$ cat config.mk
export PLATFORM = sky130hd
export DESIGN_NAME = led_pattern_driver
export DESIGN_NICKNAME = d
export VERILOG_FILES = /design/src/rtl/led_pkg.sv /design/src/rtl/led_tick_gen.sv /design/src/rtl/led_pattern_driver.sv
export SDC_FILE = /design/constraint.sdc
export NUM_CORES = 1
export LEC_CHECK = 0
export ABC_CLOCK_PERIOD_IN_PS = 1800
export BUFFER_PORTS_ARGS = -buffer_cell sky130_fd_sc_hd__buf_2
export CAP_MARGIN = 20
export CORE_MARGIN = 10
export CORE_UTILIZATION = 36
export CTS_CLUSTER_DIAMETER = 30
export CTS_CLUSTER_SIZE = 40
export DETAILED_ROUTE_END_ITERATION = 16
export PLACE_DENSITY_LB_ADDON = 0.3
export REMOVE_ABC_BUFFERS = 1
export SLEW_MARGIN = 40
export SYNTH_ARGS = -nofsm -noshare
export SYNTH_HDL_FRONTEND = slang
export SYNTH_SLANG_ARGS = --single-unit
$ cat constraint.sdc
create_clock -name clk -period 1.8 [get_ports clk]
set_input_delay 0.27 -clock clk [delete_from_list [all_inputs] [get_ports clk]]
set_output_delay 0.27 -clock clk [all_outputs]
set_load 0.02 [all_outputs]
$ cat src/rtl/led_pkg.sv
// Shared definitions for the LED pattern driver and the reaction-game controller.
package led_pkg;

    localparam int MODE_W = 3;

    localparam logic [MODE_W-1:0] MODE_OFF   = 3'd0;
    localparam logic [MODE_W-1:0] MODE_ON    = 3'd1;
    localparam logic [MODE_W-1:0] MODE_BLINK = 3'd2;
    localparam logic [MODE_W-1:0] MODE_BAR   = 3'd3;
    localparam logic [MODE_W-1:0] MODE_CHASE = 3'd4;

    // Direction of the chase FSM.
    typedef enum logic {
        DIR_UP   = 1'b0,
        DIR_DOWN = 1'b1
    } chase_dir_e;

    // Thermometer mask: bit i set for every i < fill.
    function automatic logic [31:0] fill_mask(input logic [31:0] fill);
        logic [31:0] m;
        m = 32'h0000_0000;
        for (int i = 0; i < 32; i++) begin
            m[i] = (32'(i) < fill);
        end
        return m;
    endfunction

endpackage

$ cat src/rtl/led_tick_gen.sv
// Pattern-tick prescaler: counts 0..TICK_DIV-1 and flags the last count
// combinationally. clr restarts the count from zero on the next edge.
module led_tick_gen #(
    parameter int TICK_DIV = 12_500_000
) (
    input  logic clk,
    input  logic rst_n,
    input  logic clr,
    output logic tick
);

    localparam int CNT_W = (TICK_DIV > 2) ? $clog2(TICK_DIV) : 1;
    localparam logic [CNT_W-1:0] CNT_MAX = CNT_W'(TICK_DIV - 1);

    logic [CNT_W-1:0] cnt_q;
    logic [CNT_W-1:0] cnt_d;

    // Next count: clear has priority over the natural wrap.
    always_comb begin
        cnt_d = cnt_q;
        if (clr) begin
            cnt_d = {CNT_W{1'b0}};
        end else if (cnt_q == CNT_MAX) begin
            cnt_d = {CNT_W{1'b0}};
        end else begin
            cnt_d = cnt_q + CNT_W'(1);
        end
    end

    // Counter register.
    always_ff @(posedge clk or negedge rst_n) begin
        if (!rst_n) begin
            cnt_q <= {CNT_W{1'b0}};
        end else begin
            cnt_q <= cnt_d;
        end
    end

    assign tick = (cnt_q == CNT_MAX);

endmodule

$ cat src/rtl/led_pattern_driver.sv
// N-wide LED bank driver: off / on / blink / bar-graph / chase patterns,
// advanced by an internal prescaled tick, with active-high blanking.
module led_pattern_driver
    import led_pkg::*;
#(
    parameter int N_LEDS   = 10,
    parameter int TICK_DIV = 12_500_000,
    parameter int BOUNCE   = 1
) (
    input  logic                          clk,
    input  logic                          rst_n,
    input  logic [MODE_W-1:0]             mode,
    input  logic [$clog2(N_LEDS+1)-1:0]   level,
    input  logic                          disp,
    output logic [N_LEDS-1:0]             ledr,
    output logic                          tick
);

    localparam int LVL_W = $clog2(N_LEDS + 1);
    localparam int POS_W = (N_LEDS > 1) ? $clog2(N_LEDS) : 1;
    localparam logic [POS_W-1:0] POS_LAST = POS_W'(N_LEDS - 1);
    localparam logic [POS_W-1:0] POS_PREV = POS_W'(N_LEDS - 2);

    logic [MODE_W-1:0] mode_q,      mode_d;
    logic              tick_q,      tick_d;
    logic [N_LEDS-1:0] ledr_q,      ledr_d;
    logic              blink_ph_q,  blink_ph_d;
    logic [POS_W-1:0]  chase_pos_q, chase_pos_d;
    chase_dir_e        chase_dir_q, chase_dir_d;

    logic              tick_i;
    logic              restart_s;
    logic [31:0]       bar_s;
    logic [N_LEDS-1:0] chase_s;
    logic [N_LEDS-1:0] pattern_s;

    // A mode change restarts the prescaler and every phase.
    assign restart_s = (mode != mode_q);

    led_tick_gen #(
        .TICK_DIV (TICK_DIV)
    ) u_tick_gen (
        .clk   (clk),
        .rst_n (rst_n),
        .clr   (restart_s),
        .tick  (tick_i)
    );

    // Phase update: restart beats a coincident tick; phases run in every mode.
    always_comb begin
        mode_d      = mode;
        tick_d      = tick_i;
        blink_ph_d  = blink_ph_q;
        chase_pos_d = chase_pos_q;
        chase_dir_d = chase_dir_q;
        if (restart_s) begin
            blink_ph_d  = 1'b0;
            chase_pos_d = {POS_W{1'b0}};
            chase_dir_d = DIR_UP;
        end else if (tick_i) begin
            blink_ph_d = ~blink_ph_q;
            if (N_LEDS == 1) begin
                chase_pos_d = {POS_W{1'b0}};
                chase_dir_d = DIR_UP;
            end else if (BOUNCE != 0) begin
                case (chase_dir_q)
                    DIR_UP: begin
                        if (chase_pos_q == POS_LAST) begin
                            chase_dir_d = DIR_DOWN;
                            chase_pos_d = POS_PREV;
                        end else begin
                            chase_pos_d = chase_pos_q + POS_W'(1);
                        end
                    end
                    DIR_DOWN: begin
                        if (chase_pos_q == {POS_W{1'b0}}) begin
                            chase_dir_d = DIR_UP;
                            chase_pos_d = POS_W'(1);
                        end else begin
                            chase_pos_d = chase_pos_q - POS_W'(1);
                        end
                    end
                    default: begin
                        chase_dir_d = DIR_UP;
                        chase_pos_d = {POS_W{1'b0}};
                    end
                endcase
            end else begin
                chase_dir_d = DIR_UP;
                if (chase_pos_q == POS_LAST) begin
                    chase_pos_d = {POS_W{1'b0}};
                end else begin
                    chase_pos_d = chase_pos_q + POS_W'(1);
                end
            end
        end else begin
            blink_ph_d = blink_ph_q;
        end
    end

    // Pattern from the live mode input, then blanking.
    always_comb begin
        bar_s   = fill_mask(32'(level));
        chase_s = {N_LEDS{1'b0}};
        for (int i = 0; i < N_LEDS; i++) begin
            chase_s[i] = (32'(chase_pos_q) == 32'(i));
        end
        case (mode)
            MODE_OFF:   pattern_s = {N_LEDS{1'b0}};
            MODE_ON:    pattern_s = {N_LEDS{1'b1}};
            MODE_BLINK: pattern_s = {N_LEDS{blink_ph_q}};
            MODE_BAR:   pattern_s = bar_s[N_LEDS-1:0];
            MODE_CHASE: pattern_s = chase_s;
            default:    pattern_s = {N_LEDS{1'b0}};
        endcase
        if (disp) begin
            ledr_d = {N_LEDS{1'b0}};
        end else begin
            ledr_d = pattern_s;
        end
    end

    // State and output registers.
    always_ff @(posedge clk or negedge rst_n) begin
        if (!rst_n) begin
            mode_q      <= MODE_OFF;
            tick_q      <= 1'b0;
            ledr_q      <= {N_LEDS{1'b0}};
            blink_ph_q  <= 1'b0;
            chase_pos_q <= {POS_W{1'b0}};
            chase_dir_q <= DIR_UP;
        end else begin
            mode_q      <= mode_d;
            tick_q      <= tick_d;
            ledr_q      <= ledr_d;
            blink_ph_q  <= blink_ph_d;
            chase_pos_q <= chase_pos_d;
            chase_dir_q <= chase_dir_d;
        end
    end

    assign ledr = ledr_q;
    assign tick = tick_q;

    logic unused_s;
    assign unused_s = ^{bar_s[31:N_LEDS], LVL_W[0]};

endmodule

[After elaboration in Yosys (flattened, before gate mapping)]
Cells that the tools add are included.
Storage, ports and cells
  output and inout port bits: 11
  word-level logic and storage cells: 55
  flip-flop bits (word level): 44
Cells by class
  multiplexer cells: 16
  eq/ne operators: 15
  reduce and logical (&&, ||, !) cells: 2
  bitwise logic cells: 2
  add/subtract/negate cells: 3
  order comparisons: 10
Operator list (count)
  $mux W24: 2
  $pmux W10 S4: 1
  $add A24 B1 Y24 const B: 1
  $eq A24 B24 Y1 const B: 1
  $eq A4 B3 Y1 const B: 4
  $lt A3 B4 Y1 const A: 4
  $mux W4: 4
  $mux W10: 1
  $eq A4 B2 Y1 const B: 2
  $eq A4 B4 Y1 const B: 2
  $lt A1 B4 Y1 const A: 2
  $lt A2 B4 Y1 const A: 2
  $lt A4 B4 Y1 const A: 2
  $pmux W4 S2: 1
  $eq A3 B2 Y1 const B: 2
  $mux W1: 6
  $add A4 B1 Y4 const B: 1
  $eq A4 B1 Y1 const B: 1
  $logic_not A4 Y1: 1
  $sub A4 B1 Y4 const B: 1
  $eq A3 B1 Y1 const B: 1
  $eq A3 B3 Y1 const B: 1
  $ne A3 B3 Y1: 1
  $not A1 Y1: 2
  other kinds (2): 2

[Logic depth before layout (Yosys ltp)]
Gate-level depths: netlist (run 1).
  word-level depth: 5
  depth in mapped cells: 6
  mapped depth without buffers: 5

[Hierarchy]
Synthesis (run 1) repeated with hierarchy kept, for this count alone.
Second synthesis, totals
  cells, all modules: 239
  area, all modules: 2339.7 um2
Modules (own cells, without submodules)
  led_tick_gen: times used 1, cells an instance 130, area an instance 1242.4 um2
  led_pattern_driver: times used 1, cells an instance 109, area an instance 1097.3 um2

[Least setup slack after synthesis (run 1)]
No wires, ideal clock.
  kind: register to register
  start point: register u_tick_gen.cnt_q[0]
  end point: register u_tick_gen.cnt_q[20]
  data arrival time: 1789 ps
  period minus slack after synthesis: 1867 ps
  path buffers: 0
  required time: 1722 ps
  slack: -67 ps
  cell stages (with the launch flop): 6
  path through: dfrtp_1 ha_1 nand4_1 or4_1 or4_1 a21oi_1
Between the ends
  longest elaborated chain between the ends: 3
  elaborated cells between the ends (all ways): 4
  classes of those cells: add/sub: 1; eq/ne: 1; mux: 2
Ends and longest elaborated chain
  start, declared: line led_tick_gen.sv:15  | logic [CNT_W-1:0] cnt_q;
  start signal, assigned: line led_tick_gen.sv:33  | cnt_q <= {CNT_W{1'b0}};
  start signal, assigned: line led_tick_gen.sv:35  | cnt_q <= cnt_d;
  $add A24 B1 Y24 or $eq A24 B24 Y1 (tied branches): line led_tick_gen.sv:26, led_tick_gen.sv:23
  $mux W24 (*): line led_tick_gen.sv:23  | end else if (cnt_q == CNT_MAX) begin
  $mux W24 (*): line led_tick_gen.sv:21  | if (clr) begin
  via u_tick_gen.cnt_d[20]: line led_tick_gen.sv:16  | logic [CNT_W-1:0] cnt_d;
Mark *: on every way through the listed nets, which the timed path passes. The rest lies on a longest branch.
A chain may end at the register's enable or synchronous reset.

[Final worst setup path (run 1)]
Ends and elaborated chain as after synthesis.

==> flow_summary_export.csv, run 1 <==
group,metric,value,unit
drt,dr_total_vias,2086,
placement,io_buffers,20,
floorplan,coreArea,0.00603,mm^2
worst_setup_path,reg2reg_from,"u_tick_gen.cnt_q[0]",
clocking,worstSkewPairLatency,0.30,ns
clocking,cts_root_buf,"clkbuf_8",
timing,worst_pin_slew,0.470,ns
drt,drt_pass1_iterations,4,
pwr,p_leak,1.27,nW
grt,grt_max_degree,26,
timing,max_freq,536,MHz
grt,grt_pass1_wl,9400,um
drt,vias_per_cell,5.45,
worst_setup_path,cp_data_arrival_time,2.10,ns
timing,setup_viol,7,
synthesis,synth_common_cells,"dfrtp_1, a21oi_1, nor2_1",
clocking,tritoncts,"done",
floorplan,num_rows,28,
synthesis,synth_edf_count,0,
grt,grt-ovfl-total,0,
pwr,max-vdd-ir-drop,0.279,mV
final_layout,utilization,51.1,%
final_layout,area_delta_synth_final,35.3,%
worst_setup_path,worstSetupEndpointType,"register",
job,maxCapViolCount,0,
grt,gr-usage-all-layers,11.2,%
timing,rsz0062_at_grt,"true",
synthesis,synth_area,0.00228,mm^2
synthesis,synth_top_area_share,48.3,%
worst_setup_path,critical_path_class,"register to register",
floorplan,fp.dieArea,0.00991,mm^2
clocking,htree_levels,2,
worst_setup_path,rr_worst_depth,5,
synthesis,ys_seq_area_share,48.3,%
timing,layout_setup_ws,-0.0643,ns
synthesis,synth.most_common_cell,"dfrtp_1",
synthesis,synth_flop_cell,"dfrtp_1",
synthesis,async_flop_share,100,%
synthesis,syn_avg_cell_area,9.49,um^2
grt,grt_antenna_before_repair,0,
worst_setup_path,cp-start-kind,"register",
worst_setup_path,reg2reg_setup_slack,-0.06,ns
placement,gp_congestion,0.794,
hold_path,hold_path.class,"input port to register",
pwr,finalPower,1.80,mW
drt,wl_per_cell,14.4,um
clocking,clk_path_buf_depth,2,
worst_setup_path,cp_max_fo,3,
drt,drt_iter0_drc,120,
placement,dp_hpwl,3900,um
floorplan,ios,21,
timing,finalCriticalPeriod,1.86,ns
drt,ant_nets,0,
drt,remaining_drc_errors,0,
clocking,cts_sinks,44,
hold_path,hold_path.startpoint,"mode[0]",
placement,placed_cell_area,0.00279,mm^2
status,status,"finished with violations",
worst_setup_path,required,2.04,ns
pwr,power_density,584,mW/mm^2
clocking,clk_pin_slew,0.09,ns
final_layout,drive_gt1_share,36.4,%
timing,hold_viol,0,
floorplan,die_h,99.6,um
hold_path,min_to,"mode_q[0]",
synthesis,synth_area_leaders,"dfrtp_1, a21oi_1, xnor2_1, nor2_1, or4_1",
timing,finalCritPeriodShare,104,%
worst_setup_path,r2r_end,"u_tick_gen.cnt_q[20]",
synthesis,ys_warn_count,0,
final_layout,fin_nets,318,
drt,finalWirelength,5530,um
floorplan,start_util,37.8,%
synthesis,yosysTopAreaCell,"dfrtp_1",
timing,slew-limit-headroom,68.4,%
timing,finClkSkew,0.00878,ns
hold_path,hold_depth,2,
synthesis,syn_inst,240,
timing,slew_violations,0,
grt,grt_pass1_vias,2018,
floorplan,die-width,99.6,um
synthesis,synth_cell_types,43,
synthesis,ys_ff_latch,44,
timing,setup_tns,-0.161,ns
clocking,cts_inserted_buffers,5,
final_layout,design_area,0.00308,mm^2
status,violations,"setup timing",
final_layout,diodes,0,
[final cells by class]
class / instances / area (um^2)
Clock buffer: 6 / 82.6
Multi-Input combinational cell: 179 / 1230
Tap cell: 75 / 93.8
Inverter: 4 / 15.0
Timing Repair Buffer: 73 / 544
Clock inverter: 2 / 10.0
Fill cell: 574 / 2940
Sequential cell: 44 / 1100
[worst max-delay path by stage]
stage	start	to	slack [ns]	cells past startpoint
2_1_floorplan	u_tick_gen.cnt_q[0]	u_tick_gen.cnt_q[10]	-0.57	5
3_3_place_gp	u_tick_gen.cnt_q[14]	chase_dir_q	-0.08	6
3_5_place_dp	u_tick_gen.cnt_q[0]	u_tick_gen.cnt_q[20]	-0.10	5
4_1_cts	u_tick_gen.cnt_q[1]	u_tick_gen.cnt_q[22]	-0.04	6
5_1_grt	u_tick_gen.cnt_q[1]	u_tick_gen.cnt_q[20]	-0.14	5
6_report	u_tick_gen.cnt_q[0]	u_tick_gen.cnt_q[20]	-0.06	5
[flip-flops by register name, summed over array words and instances, names as in the netlist]
register	flops
u_tick_gen.cnt_q	24
ledr	10
chase_pos_q	4
mode_q	3
blink_ph_q	1
chase_dir_q	1
tick	1
[cells by family (layout without fill, tap and decap cells)]
group | Yosys count | in the layout | synth area share [%]
compound gates | 62 | 62 | 16.4
xor+xnor | 16 | 16 | 6.15
fa+ha+maj | 1 | 1 | 0.549
buf+inv | 17 | 85 | 2.91
flops | 44 | 44 | 48.3
mux | 1 | 1 | 0.439
simple gates | 99 | 99 | 25.3
[metal layers]
| layer | share of wire, % | track usage (%) | vias up |
|---|---|---|---|
| met5 | 0 | 0 | - |
| met2 | 48 | 17.8 | 37 |
| li1 | - | - | 1012 |
| met1 | 48 | 14.5 | 1032 |
| met3 | 3.5 | 2.42 | 5 |
| met4 | 1.4 | 3.97 | 0 |
[stage by stage]
step	setup WS [ns]	std cells	hold slack (ns)
global placement	-0.0848	368	0.254
detailed placement	-0.100	368	0.255
CTS	-0.0440	378	0.233
floorplan	-0.569	227	-0.0256
global route	-0.142	383	0.240
finish	-0.0643	383	0.241
[critical path: stages, from the launching register on]
cell	delay [ns]
dfrtp_1	0.36
ha_2	0.19
nand4_1	0.16
or4_4	0.53
or4_4	0.43
a21oi_2	0.14
[repair_timing]
item	CTS	global route
hold buffers	1	0
buffers inserted	1	5
hold endpoints to repair	19	0
pin swaps	16	16
setup endpoints to repair	15	30
resized for setup	10	24
[report_power, final]
group | switching, mW | leakage [nW] | internal (mW)
Sequential | 0.00403 | 0.605 | 0.999
Clock | 0.346 | 0.0510 | 0.307
Combinational | 0.0887 | 0.616 | 0.0536
Total | 0.439 | 1.27 | 1.36
[cell usage in the layout (no fill, tap or decap), types with 3 or more instances in the layout]
cell	n
buf_4	45
dfrtp_1	44
buf_2	20
nor2_1	19
a21oi_1	17
nand2_1	13
xnor2_1	10
o21ai_0	10
nand4_1	8
a21oi_2	8
nand3_1	7
clkbuf_8	6
or4_1	5
or3_1	5
xor2_1	5
nor2b_1	5
buf_6	5
or3_4	4
nor4_1	4
inv_1	4
or4_4	4
nand2b_1	4
a21o_1	4
o31ai_2	3
o31ai_1	3
nor3_1	3
a31oi_1	3
a22oi_1	3
Power figures use the tool's default switching activity.
==> run 2: changes to the inputs <==
--- a/config.mk
+++ b/config.mk
@@ -13,7 +13,7 @@
 export CTS_CLUSTER_DIAMETER = 30
 export CTS_CLUSTER_SIZE = 40
 export DETAILED_ROUTE_END_ITERATION = 16
-export PLACE_DENSITY_LB_ADDON = 0.3
+export PLACE_DENSITY_LB_ADDON = 0.15
 export REMOVE_ABC_BUFFERS = 1
 export SLEW_MARGIN = 40
 export SYNTH_ARGS = -nofsm -noshare
==> run 2 against run 1 <==
  * The run still ends with setup timing left
  * Final cell count fell by 3.4%
  * Combinational power barely moved
  * Setup slack got worse by 0.075 ns
  * Flip-flop and latch count did not move
  * Utilization fell by 2.9 points
  * Register-to-register slack got worse by 0.07 ns
  * Count of clock-buffer cells in the layout rose by 2
  * Maximum frequency fell by 3.9%
  * Sequential power barely moved
==> flow_summary_export.csv, run 2 (synthesis gave the netlist of run 1 again) <==
group,metric,value,unit
status,status,"finished with violations",
grt,grt_pass1_vias,1939,
worst_setup_path,reg2reg_setup_slack,-0.14,ns
worst_setup_path,worstSetupEndpointType,"register",
timing,max_freq,516,MHz
drt,ant_nets,0,
final_layout,final_cell_mix,"dfrtp_1, buf_4, buf_2",
floorplan,start_util,37.8,%
placement,gp_congestion,0.831,
timing,worst_pin_slew,0.396,ns
worst_setup_path,cp_max_fo,4,
worst_setup_path,crit_top_cell,"or4_4",
timing,hold_viol,0,
timing,finalCriticalPeriod,1.94,ns
clocking,cts_root_buf,"clkbuf_8",
worst_setup_path,critPathBufInv,0,
timing,setup_viol,6,
pwr,power_density,617,mW/mm^2
clocking,cts_sinks,44,
final_layout,regMostFlops,"u_tick_gen.cnt_q",
final_layout,drive_gt1_share,31.2,%
timing,slew-limit-headroom,73.6,%
final_layout,nFillCells,584,
clocking,clk_pin_slew,0.08,ns
drt,drt_iter0_drc,109,
worst_setup_path,cp-start-kind,"register",
floorplan,coreArea,0.00603,mm^2
pwr,max-vdd-ir-drop,0.258,mV
pwr,p_leak,1.17,nW
worst_setup_path,critical_path_class,"register to register",
timing,whs,0.227,ns
worst_setup_path,path_delay_family,"simple AND/OR/NAND/NOR gates",
grt,grt_max_degree,19,
timing,finalCritPeriodShare,108,%
job,maxCapViolCount,0,
timing,slew_violations,0,
worst_setup_path,crit_path_cell_trace,"ha_2 -> nand4_1 -> or4_4 -> or4_4 -> a21oi_2",
clocking,tritoncts,"done",
worst_setup_path,slowest_stage,"or4_4",
floorplan,num_rows,28,
grt,grt_pass1_wl,9490,um
floorplan,fp.dieArea,0.00991,mm^2
drt,drt_pass1_iterations,4,
grt,gr-usage-all-layers,11.4,%
worst_setup_path,cp_data_arrival_time,2.17,ns
placement,io_buffers,20,
final_layout,design_area,0.00291,mm^2
final_layout,layout_commonest_cell,"dfrtp_1",
drt,dr_total_vias,1998,
placement,placed_cell_area,0.00269,mm^2
floorplan,die-width,99.6,um
floorplan,die_h,99.6,um
drt,vias_per_cell,5.40,
grt,grt-ovfl-total,0,
clocking,worstSkewPairLatency,0.30,ns
placement,dp_hpwl,3930,um
final_layout,fin_nets,305,
hold_path,hold_path.class,"input port to register",
final_layout,largest_register_ffs,24,
drt,wl_per_cell,15.1,um
worst_setup_path,slowest_delay,0.55,ns
timing,finClkSkew,0.00891,ns
drt,finalWirelength,5580,um
clocking,clk_path_buf_depth,2,
timing,layout_setup_ws,-0.139,ns
final_layout,diodes,0,
timing,rsz0062_at_grt,"true",
drt,remaining_drc_errors,0,
floorplan,ios,21,
final_layout,area_delta_synth_final,27.7,%
status,violations,"setup timing",
grt,grt_antenna_before_repair,0,
clocking,cts_inserted_buffers,5,
worst_setup_path,required,2.03,ns
clocking,htree_levels,2,
[run 2: cell count changes in the layout (fill, tap and decap cells not counted), sizes merged]
cell / before / now
clkbuf: 6 / 8
clkinv: 2 / 0
buf: 72 / 59
[run 2: report_power, final]
part	leakage [nW]	total [mW]	internal (mW)	switching, mW
logic	0.524	0.139	0.0502	0.0891
clock network	0.0455	0.651	0.314	0.338
registers	0.605	1.00	0.999	0.00406
[run 2: what timing repair did]
| action | in CTS | in global routing |
|---|---|---|
| endpoints found under the hold margin | 12 | 0 |
| hold buffers | 1 | 0 |
| gates resized for setup | 12 | 11 |
| pin swaps | 6 | 2 |
| setup endpoints to repair | 14 | 16 |
| buffers inserted | 1 | 2 |
[run 2: layout make-up]
| cell class | count | area [um^2] | share of cell area [%] |
|---|---|---|---|
| Inverter | 4 | 15.0 | 0.516 |
| Clock buffer | 8 | 90.1 | 3.10 |
| Timing Repair Buffer | 60 | 414 | 14.2 |
| Sequential cell | 44 | 1100 | 37.8 |
| Tap cell | 75 | 93.8 | 3.23 |
| Multi-Input combinational cell | 179 | 1190 | 41.1 |
[run 2: worst paths after layout]
path                                     start              endpoint  depth (start not counted)
max                        u_tick_gen.cnt_q[1]  u_tick_gen.cnt_q[20]                          5
min                                    mode[2]             mode_q[2]                          2
max reg2reg                u_tick_gen.cnt_q[1]  u_tick_gen.cnt_q[20]                          5
min reg2reg                         blink_ph_q            blink_ph_q                          2
max in group asynchronous                rst_n               ledr[1]                          3
min in group asynchronous                rst_n  u_tick_gen.cnt_q[19]                          2
[run 2: stage by stage]
step                      cells  util (%)  worst slack (ns)  power, mW  TNS [ns]
after floorplan             227         -            -0.569       1.08    -13.63
after global placement      358      44.7           -0.0667       1.16    -0.153
after detailed placement    358      44.7            -0.147       1.16    -0.447
after CTS                   368      47.2            -0.103       1.83    -0.213
after global routing        370      48.3            -0.213       1.87     -1.42
final                       370      48.3            -0.139       1.79    -0.354
[run 2: layer usage]
| metal | GRT usage (%) | part of all wire [%] |
|---|---|---|
| met1 | 15.1 | 49 |
| met2 | 17.9 | 46 |
| met3 | 1.66 | 3.2 |
| met4 | 4.96 | 1.8 |
| met5 | 0 | 0 |
==> run 3: changes to the inputs <==
--- a/config.mk
+++ b/config.mk
@@ -8,7 +8,7 @@
 export ABC_CLOCK_PERIOD_IN_PS = 1800
 export BUFFER_PORTS_ARGS = -buffer_cell sky130_fd_sc_hd__buf_2
 export CAP_MARGIN = 20
-export CORE_MARGIN = 10
+export CORE_MARGIN = 3
 export CORE_UTILIZATION = 36
 export CTS_CLUSTER_DIAMETER = 30
 export CTS_CLUSTER_SIZE = 40
==> run 3 against run 2 <==
  * The flow still finishes with violations (setup timing)
  * Routed wire length shrank 6.6%
  * Die area shrank 26%
  * Register-to-register slack improved by 0.05 ns
  * Sequential share of layout area is 0.65 points lower
  * Maximum frequency up 2.8%
  * Non-clock buffer count rose by 3
  * Count of clock-buffer cells in the layout down 2
  * Clock skew down 0.0046 ns
  * Global-route usage increased by 3.7 points
  * First-iteration DRC count shrank 28%
  * Critical endpoint is now u_tick_gen.cnt_q[22]
  * Highest routed layer unchanged
==> flow_summary_export.csv, run 3 (synthesis gave the netlist of run 1 again) <==
group,metric,value,unit
status,status,"finished with violations",
status,violations,"setup timing",
worst_setup_path,slowest_stage,"or4_1",
pwr,swShare,24.4,%
final_layout,final_cell_mix,"dfrtp_1, buf_4, buf_2",
pwr,pwr-share-seq,55.8,%
pwr,switchingPower,439,uW
final_layout,fin_nets,309,
final_layout,area_delta_synth_final,30.0,%
drt,drt_iter0_drc,79,
job,maxCapViolCount,0,
placement,io_buffers,20,
grt,grt_antenna_before_repair,0,
worst_setup_path,critical_path_class,"register to register",
timing,slew-limit-headroom,65.1,%
grt,grt_pass1_vias,1947,
final_layout,nFillCells,599,
worst_setup_path,slowest_delay,0.40,ns
clocking,clk_pin_slew,0.08,ns
timing,max_freq,530,MHz
final_layout,drive_gt1_share,33.4,%
timing,setup_viol,6,
placement,gp_congestion,0.809,
floorplan,start_util,37.8,%
hold_path,hold_path.class,"input port to register",
floorplan,ios,21,
timing,finalCriticalPeriod,1.89,ns
timing,setup_tns,-0.249,ns
worst_setup_path,worstSetupEndpointType,"register",
worst_setup_path,cp_max_fo,3,
clocking,clk_path_buf_depth,2,
clocking,tritoncts,"done",
final_layout,design_area,0.00296,mm^2
clocking,cts_inserted_buffers,5,
floorplan,fp.dieArea,0.00732,mm^2
worst_setup_path,rr_worst_depth,6,
timing,worst_pin_slew,0.524,ns
worst_setup_path,reg2reg_setup_slack,-0.09,ns
pwr,power_density,606,mW/mm^2
floorplan,die_h,85.6,um
grt,grt_max_degree,25,
pwr,max-vdd-ir-drop,0.277,mV
timing,whs,0.161,ns
floorplan,die-width,85.6,um
final_layout,regMostFlops,"u_tick_gen.cnt_q",
worst_setup_path,crit_start,"u_tick_gen.cnt_q[0]",
placement,dp.cells,363,
timing,finClkSkew,0.00432,ns
worst_setup_path,required,2.04,ns
worst_setup_path,reg2reg_from,"u_tick_gen.cnt_q[0]",
floorplan,num_rows,28,
floorplan,coreArea,0.00603,mm^2
final_layout,diodes,0,
pwr,p_int,1.36,mW
drt,drt_pass1_iterations,4,
drt,wl_per_cell,13.9,um
drt,remaining_drc_errors,0,
final_layout,layout_commonest_cell,"dfrtp_1",
pwr,p_leak,1.21,nW
timing,slew_violations,0,
grt,gr-usage-all-layers,15.1,%
grt,grt-ovfl-total,0,
clocking,cts_root_buf,"clkbuf_8",
worst_setup_path,cp-start-kind,"register",
placement,dp_hpwl,3730,um
placement,placed_cell_area,0.00274,mm^2
clocking,worstSkewPairLatency,0.30,ns
final_layout,largest_register_ffs,24,
timing,layout_setup_ws,-0.0872,ns
worst_setup_path,crit_path_cell_trace,"ha_2 -> nand4_1 -> buf_4 -> or3_4 -> or4_1 -> a21oi_1",
clocking,htree_levels,2,
timing,hold_viol,0,
drt,ant_nets,0,
worst_setup_path,r2r_end,"u_tick_gen.cnt_q[22]",
grt,grt_pass1_wl,8900,um
clocking,cts_sinks,44,
worst_setup_path,cp_data_arrival_time,2.13,ns
timing,finalCritPeriodShare,105,%
pwr,clkPwrFrac,36.4,%
timing,rsz0062_at_grt,"true",
worst_setup_path,endpoint,"u_tick_gen.cnt_q[22]",
pwr,finalPower,1.80,mW
drt,finalWirelength,5210,um
pwr,p_comb_share,7.7,%
hold_path,hold_path.startpoint,"mode[1]",
drt,dr_total_vias,1986,
final_layout,final_cells,374,
drt,vias_per_cell,5.31,
run 3: cell count changes in the layout (fill, tap and decap cells not counted), sizes merged:
cell,change
clkbuf,-2
or3,+1
buf,+3
clkinv,+2
run 3: metrics by stage:
| stage | worst slack [ns] | utilization (%) |
|---|---|---|
| 2_1_floorplan | -0.569 | - |
| 3_3_place_gp | -0.0361 | 45.5 |
| 5_1_grt | -0.175 | 49.2 |
| 6_report | -0.0872 | 49.2 |
| 4_1_cts | -0.0864 | 47.6 |
| 3_5_place_dp | -0.0952 | 45.5 |
run 3: worst min path at each step:
stage | end | cells after the start
floorplan | blink_ph_q | 0
global placement | u_tick_gen.cnt_q[19] | 1
detailed placement | u_tick_gen.cnt_q[19] | 1
CTS | mode_q[1] | 1
global route | mode_q[1] | 1
finish | mode_q[1] | 1
run 3: final cells by class:
cell class                      count  area [um^2]  share of cell area (%)
Clock inverter                      2         10.0                   0.338
Clock buffer                        6         82.6                    2.79
Multi-Input combinational cell    180         1210                    41.0
Tap cell                           75         93.8                    3.17
Timing Repair Buffer               63          445                    15.0
Inverter                            4         15.0                   0.507
Sequential cell                    44         1100                    37.2
run 3: critical path: cells and delay by family (launching register included):
kind	cells	cell delay [ns]
buffers and inverters	1	0.19
and+or+nand+nor	3	0.94
AOI/OAI and AO/OA	1	0.13
DFF	1	0.36
adders and majority gates	1	0.19
run 3: what timing repair did:
| item | 4_1_cts | 5_1_grt |
|---|---|---|
| hold endpoints to repair | 21 | 0 |
| cloned | 0 | 1 |
| gates resized for setup | 5 | 22 |
| pin swaps | 7 | 8 |
| buffers inserted | 1 | 1 |
| hold buffers | 1 | 0 |
| endpoints found under the setup margin | 14 | 30 |
run 3: per-layer routing:
| layer | vias up | global-route usage (%) | part of all wire, % |
|---|---|---|---|
| li1 | 1003 | - | - |
| met1 | 953 | 21.4 | 51 |
| met2 | 23 | 22.2 | 45 |
| met3 | 7 | 4.42 | 2.9 |
| met4 | 0 | 4.89 | 1.1 |
| met5 | - | 0 | 0 |
run 3: power by group through the flow:
stage | clock network (mW) | registers, mW | logic [mW]
2_1_floorplan | 0 | 1.03 | 0.0439
3_3_place_gp | 0 | 1.02 | 0.136
3_5_place_dp | 0 | 1.02 | 0.137
4_1_cts | 0.678 | 1.00 | 0.139
5_1_grt | 0.721 | 1.00 | 0.157
6_report | 0.655 | 1.00 | 0.139
